### config.mk
export PLATFORM = sky130hd
export DESIGN_NAME = rggen_apb_bit_field_initiator
export DESIGN_NICKNAME = d
export VERILOG_FILES = /design/src/rtl/rggen_apb_bit_field_initiator.sv
export SDC_FILE = /design/constraint.sdc
export NUM_CORES = 1
export LEC_CHECK = 0
export BUFFER_PORTS_ARGS = -buffer_cell sky130_fd_sc_hd__buf_2
export CAP_MARGIN = 10
export CORE_AREA = 2 2 121 123
export CTS_CLUSTER_SIZE = 20
export DETAILED_ROUTE_END_ITERATION = 6
export DIE_AREA = 0 0 123 125
export GPL_TIMING_DRIVEN = 0
export PLACE_DENSITY = 0.68
export SETUP_SLACK_MARGIN = 0.5
export SLEW_MARGIN = 10
export SYNTH_ARGS = -nofsm -noshare
export SYNTH_HDL_FRONTEND = slang
export SYNTH_SLANG_ARGS = --single-unit
export TNS_END_PERCENT = 5
### constraint.sdc
create_clock -name i_clk -period 2.2 [get_ports i_clk]
set_input_delay 0.22 -clock i_clk [delete_from_list [all_inputs] [get_ports i_clk]]
set_output_delay 0.22 -clock i_clk [all_outputs]
set_load 0.005 [all_outputs]
### src/rtl/rggen_apb_bit_field_initiator.sv
// rggen_apb_bit_field_initiator
//   APB4 slave front end for a bank of registers. Each transfer is captured
//   in the setup phase, replayed to the bit fields as a single-cycle access
//   strobe (ACCESS), and answered on the bus one cycle later (RESPONSE).
//   That gives a fixed single wait state.
//
// Ports
//   i_clk, i_rst            clock, asynchronous active-high reset
//   i_psel .. i_pstrb       APB4 request
//   o_pready, o_prdata,
//   o_pslverr               APB4 response, driven only in RESPONSE
//   o_register_select       one-hot register index, driven only in ACCESS
//   o_bit_field_*           access strobe, masks and write data (ACCESS)
//   i_register_read_data    per-register read data, slice k = register k
module rggen_apb_bit_field_initiator #(
  parameter int ADDRESS_WIDTH = 8,
  parameter int DATA_WIDTH    = 32,
  parameter int REGISTERS     = 4
) (
  input  logic                            i_clk,
  input  logic                            i_rst,
  input  logic                            i_psel,
  input  logic                            i_penable,
  input  logic [ADDRESS_WIDTH-1:0]        i_paddr,
  input  logic                            i_pwrite,
  input  logic [DATA_WIDTH-1:0]           i_pwdata,
  input  logic [DATA_WIDTH/8-1:0]         i_pstrb,
  output logic                            o_pready,
  output logic [DATA_WIDTH-1:0]           o_prdata,
  output logic                            o_pslverr,
  output logic [REGISTERS-1:0]            o_register_select,
  output logic                            o_bit_field_valid,
  output logic [DATA_WIDTH-1:0]           o_bit_field_read_mask,
  output logic [DATA_WIDTH-1:0]           o_bit_field_write_mask,
  output logic [DATA_WIDTH-1:0]           o_bit_field_write_data,
  input  logic [REGISTERS*DATA_WIDTH-1:0] i_register_read_data
);
  localparam int BYTE_W   = DATA_WIDTH / 8;
  localparam int ADDR_LSB = $clog2(BYTE_W);
  // One extra bit so REGISTERS == 2**ADDRESS_WIDTH still compares correctly.
  localparam logic [ADDRESS_WIDTH:0] REG_N = (ADDRESS_WIDTH+1)'(REGISTERS);

  typedef enum logic [1:0] {IDLE, ACCESS, RESPONSE} state_t;

  typedef struct packed {
    logic [ADDRESS_WIDTH-1:0] idx;
    logic                     mapped;
    logic                     write;
    logic [DATA_WIDTH-1:0]    wdata;
    logic [BYTE_W-1:0]        strb;
  } req_t;

  state_t                state_q, state_d;
  req_t                  req_q, req_d;
  logic [DATA_WIDTH-1:0] rdata_q;
  logic [DATA_WIDTH-1:0] rd_slice;
  logic [DATA_WIDTH-1:0] strb_mask;
  logic [REGISTERS-1:0]  sel_onehot;
  logic                  setup;

  // Setup phase only; a lone penable in IDLE is not a transfer.
  assign setup = i_psel && !i_penable;

  // Full address is shifted so the byte-offset bits simply fall away.
  always_comb begin
    req_d.idx    = i_paddr >> ADDR_LSB;
    req_d.mapped = ({1'b0, req_d.idx} < REG_N);
    req_d.write  = i_pwrite;
    req_d.wdata  = i_pwdata;
    req_d.strb   = i_pstrb;
  end

  always_comb begin
    rd_slice   = '0;
    sel_onehot = '0;
    for (int k = 0; k < REGISTERS; k++) begin
      if (req_q.idx == ADDRESS_WIDTH'(k)) begin
        rd_slice      = i_register_read_data[k*DATA_WIDTH +: DATA_WIDTH];
        sel_onehot[k] = 1'b1;
      end
    end
  end

  always_comb begin
    strb_mask = '0;
    for (int b = 0; b < BYTE_W; b++) strb_mask[b*8 +: 8] = {8{req_q.strb[b]}};
  end

  always_ff @(posedge i_clk or posedge i_rst) begin
    if (i_rst) begin
      state_q <= IDLE;
      req_q   <= '0;
      rdata_q <= '0;
    end else begin
      state_q <= state_d;
      if (state_q == IDLE && setup) req_q <= req_d;
      // Read data is sampled at the end of ACCESS so RESPONSE is immune to
      // later changes on the register side.
      if (state_q == ACCESS)
        rdata_q <= (req_q.mapped && !req_q.write) ? rd_slice : '0;
    end
  end

  always_comb begin
    state_d                = state_q;
    o_pready               = 1'b0;
    o_prdata               = '0;
    o_pslverr              = 1'b0;
    o_register_select      = '0;
    o_bit_field_valid      = 1'b0;
    o_bit_field_read_mask  = '0;
    o_bit_field_write_mask = '0;
    o_bit_field_write_data = '0;
    unique case (state_q)
      IDLE: if (setup) state_d = ACCESS;
      ACCESS: begin
        // Runs to completion regardless of psel; there is no abort path.
        state_d = RESPONSE;
        if (req_q.mapped) begin
          o_bit_field_valid      = 1'b1;
          o_register_select      = sel_onehot;
          o_bit_field_write_data = req_q.wdata;
          if (req_q.write) o_bit_field_write_mask = strb_mask;
          else             o_bit_field_read_mask  = '1;
        end
      end
      RESPONSE: begin
        state_d   = IDLE;
        o_pready  = 1'b1;
        o_prdata  = rdata_q;
        o_pslverr = !req_q.mapped;
      end
      default: state_d = IDLE;
    endcase
  end
endmodule

==> out/qor_table.md <==
| Group | Quantity | Value |
|---|---|---|
| status | Run status | complete, no violations |
| power and ir drop | Combinational group share of total power | 0.231 |
| floorplan | Die Footprint | 15,380 um2 |
| synthesis | Yosys top cell area share | 0.4216 |
| clock tree | Clock tree sinks | 78 |
| synthesis | Share of flip-flops with an asynchronous set or reset after synthesis | 1.000 |
| worst setup path | Worst Reg2Reg Path Length in Cells | 5 |
| routing | Final Routed Wirelength | 13,970 um |
| hold path | HP Class | primary input to flip-flop |
| clock tree | Max Root-Sink Buffers | 2 |
| synthesis | Top area cells in the synthesized netlist | sky130_fd_sc_hd__dfrtp_1 42%, sky130_fd_sc_hd__mux4_2 11%, sky130_fd_sc_hd__buf_4 9.7% |
| hold path | End point of the worst hold path | req_q[23] |
| worst setup path | Type of destination of the critical path | primary output |
| global routing | Met1 track demand over resource | 0.2044 |
| power and ir drop | Cell Pwr Density | 606.5 nW/um2 |
| routing | Routed wire length per instance | 15.30 um |
| power and ir drop | Power consumption | 4.261 mW |
| timing | Relative slew slack | 0.6208 |
| routing | Vias per cell | 4.614 |
| routing | Initial DRC count | 91 |
| synthesis | Post-synthesis average cell area | 11.90 um2 |
| routing | DRC violation count after routing | 0 |
| synthesis | Part of the Yosys area used for sequential elements | 0.4216 |
| power and ir drop | Leak | 3.895 nW |
| cells and area | Area used by multi-input combinational logic | 2178 um2 |
| worst setup path | Worst Path Arrival | 1850 ps |
| hold path | Critical hold path startpoint | i_pwdata[19] |
| hold path | Number of stages on the worst hold path | 2 |
| global routing | Number of global-route vias before repair | 4,122 |
| cells and area | Final Net Count | 901 |
| clock tree | Number of buffers created by CTS | 9 |
| floorplan | Starting density of the core | 0.3259 |
| cells and area | Layout filler cell count | 1,369 |
| synthesis | Unique masters post-synth | 26 |
| placed design | Gpl congestion | 0.7814 |
| power and ir drop | Portion of total power attributed to sequential cells | 0.398 |
| clock tree | CTS clock-pin slew for the worst setup and hold paths | 60 ps |
| worst setup path | Flop2flop setup slack | 200 ps |
| floorplan | Core region area | 14,200 um2 |
| clock tree | CTS tree | built |
| power and ir drop | Internal Power | 3.153 mW |
| timing | Unrepaired setup endpoints after global routing | true |
| worst setup path | Setup Crit Path Kind | flip-flop to primary output |
| timing | Number of failing hold endpoints at the final stage | 0 |
| routing | Count of nets left with antenna violations after detail routing | 0 |
| cells and area | Fraction of layout instances using a drive strength above 1 | 0.6584 |
| worst setup path | Reg2Reg Capture Point | rdata_q[1] |
| timing | Portion of the clock cycle consumed by the worst path in the final layout | 0.9408 |
| synthesis | Mapped Area | 4629 um2 |
| timing | Final hold slack | 97.34 ps |
| synthesis | Commonest cells in the netlist | 78 x sky130_fd_sc_hd__dfrtp_1, 64 x sky130_fd_sc_hd__and2_1, 60 x sky130_fd_sc_hd__buf_4 |
| synthesis | Primary flip-flop cell chosen by synthesis mapping | sky130_fd_sc_hd__dfrtp_1 |
| worst setup path | Required arrival time at the worst endpoint | 1980 ps |
| floorplan | Die Span Y | 125 um |
| global routing | Total congestion overflow | 0 |
| global routing | GRT Total Usage | 0.1798 |
| global routing | First-pass GRT wire length | 21,200 um |
| routing | 1st-pass router iterations | 4 |
| cells and area | Area of all sequential standard cells | 1952 um2 |
| timing | Time the worst path needs with I/O delays and setup | 2070 ps |
| power and ir drop | Switching power | 1.109 mW |
| synthesis | Number of warnings reported in the yosys synthesis log | 0 |
| global routing | Met2 Track Usage GR | 0.3247 |
| synthesis | Largest area contributor in the netlist | sky130_fd_sc_hd__dfrtp_1 |
| clock tree | Clock latency on the worst-skew pair | 330 ps |
| synthesis | Number of standard cells after synthesis | 389 |
| placed design | Count of buffers from port buffering | 309 |
| cells and area | Post-synthesis to final-layout area growth | 51.78% |
| timing | Summed negative setup slack over all endpoints | 0 ps |
| power and ir drop | Switching power share of the total | 0.2602 |
| global routing | Antenna violations before repair | 0 |
| worst setup path | Launching point of the worst reg2reg path | req_q[42] |
| timing | Max Fclk | 483.1 MHz |
| clock tree | Clock root cell | sky130_fd_sc_hd__clkbuf_16 |
| synthesis | Net count after synthesis | 566 |
| clock tree | Number of levels in the clock H-tree | 3 |
| timing | Final setup violation count | 0 |
| timing | Post-route setup slack | 130.1 ps |
| floorplan | Top Ports | 312 |
| global routing | Largest net degree at the start of global routing | 37 |
| synthesis | Register bit total from synthesis | 78 |
| floorplan | Placement Rows | 44 |
| worst setup path | Highest net fanout along the worst path | 4 |
| power and ir drop | VDD IR-drop max | 0.0003049 V |
| synthesis | Post-synth EDFFs | 0 |
| power and ir drop | Relative contribution of the clock network to total power | 0.371 |
| timing | Worst clock skew on the final layout | 7.262 ps |
| placed design | Placement-stage worst setup slack | -19.84 ps |
| global routing | Global-route met3 utilization | 0.03467 |
| timing | Slew Viols, Final | 0 |
| run | Max Cap Violations | 0 |
| global routing | Most used routing layer in global routing | met2 |
| floorplan | Die width | 123 um |
| cells and area | # diodes | 0 |
| routing | Via count | 4,213 |
| worst setup path | Category of the worst setup path launch point | flip-flop |
| synthesis | Most repeated cell in the gate-level netlist after synthesis | sky130_fd_sc_hd__dfrtp_1 |
| placed design | DP HPWL | 11,150 um |
| timing | Slew of the pin with the lowest slew margin | 568.9 ps |
-- state kept, by name, indices dropped and copies added (netlist names) --
name / flops
rdata_q: 32
state_q: 2
req_q: 44
-- power by group through the flow --
stage | Sequential, mW | Combinational, mW | Clock, mW
floorplan | 1.68 | 0.619 | 0
global placement | 1.71 | 0.916 | 0
detailed placement | 1.72 | 0.940 | 0
CTS | 1.69 | 0.972 | 1.63
global route | 1.72 | 1.10 | 1.68
finish | 1.70 | 0.985 | 1.58
-- layer usage --
metal  vias up  share of wire
met5         -              0
met4         0          0.024
met3        22          0.077
met2       204           0.51
met1      1980           0.39
li1       2007              -
-- worst max path at each step --
stage,from,to,slack [ps],cells past startpoint
after floorplan,state_q[1],o_bit_field_read_mask[10],70,3
after global placement,state_q[1],o_bit_field_read_mask[7],-480,4
after detailed placement,state_q[1],o_bit_field_write_mask[3],-20,6
after CTS,req_q[43],o_register_select[2],90,5
after global routing,req_q[42],o_register_select[2],50,5
final,req_q[42],o_register_select[2],130,5
-- metrics by stage --
step,util,std cells,cell area (um2)
6_report,0.4947,913,7027
5_1_grt,0.4947,913,7027
4_1_cts,0.4862,907,6905
3_5_place_dp,0.4553,885,6467
3_3_place_gp,0.4513,882,6410
2_1_floorplan,-,389,4633
-- kinds of logic after synthesis --
logic type             share of synthesized area
AND/OR/NAND/NOR                           0.1324
AO/OA/AOI/OAI                            0.08000
flip-flops                                0.4216
buffers and inverters                     0.1251
multiplexers                              0.2408
-- placed cells by master, fill, tap and decap left out, types with 2 or more instances in the layout --
master	instances
sky130_fd_sc_hd__buf_2	317
sky130_fd_sc_hd__dfrtp_1	78
sky130_fd_sc_hd__buf_4	72
sky130_fd_sc_hd__and2_1	64
sky130_fd_sc_hd__mux2_1	37
sky130_fd_sc_hd__mux4_2	23
sky130_fd_sc_hd__a22o_1	23
sky130_fd_sc_hd__mux2_2	14
sky130_fd_sc_hd__clkbuf_16	10
sky130_fd_sc_hd__clkbuf_1	9
sky130_fd_sc_hd__o22ai_1	9
sky130_fd_sc_hd__nor3_1	9
sky130_fd_sc_hd__nand2_1	9
sky130_fd_sc_hd__o31ai_2	9
sky130_fd_sc_hd__clkbuf_2	5
sky130_fd_sc_hd__and3_4	3
sky130_fd_sc_hd__buf_12	3
sky130_fd_sc_hd__buf_6	2
sky130_fd_sc_hd__nand2b_1	2
sky130_fd_sc_hd__inv_1	2
sky130_fd_sc_hd__nor2_1	2
sky130_fd_sc_hd__clkinvlp_4	2
sky130_fd_sc_hd__mux2_4	2
sky130_fd_sc_hd__clkinv_2	2
sky130_fd_sc_hd__bufinv_16	2
-- worst max-delay path, cell delays in order, from the launching register on --
cell                        delay [ps]
sky130_fd_sc_hd__dfrtp_1           370
sky130_fd_sc_hd__or4_4             570
sky130_fd_sc_hd__clkbuf_16         160
sky130_fd_sc_hd__nand2b_4          150
sky130_fd_sc_hd__nor3b_2           140
sky130_fd_sc_hd__buf_2             130
-- cell type report --
| type | count | share of cell area |
|---|---|---|
| inverters | 3 | 0.002137 |
| clock inverters | 6 | 0.01229 |
| well taps | 184 | 0.03276 |
| multi-input cells | 220 | 0.3100 |
| flip-flops and latches | 78 | 0.2778 |
| plain buffers | 88 | 0.09135 |
| repair buffers | 324 | 0.2411 |
| clock buffers | 10 | 0.03259 |
-- what timing repair did --
action / 4_1_cts / 5_1_grt
pin swaps: 4 / 1
hold buffers: 1 / 0
cloned: 0 / 0
buffers inserted: 5 / 6
hold endpoints to repair: 8 / 0
endpoints found under the setup margin: 202 / 209
gates resized for setup: 23 / 29
Note: power is estimated with default switching activity, not from simulation.
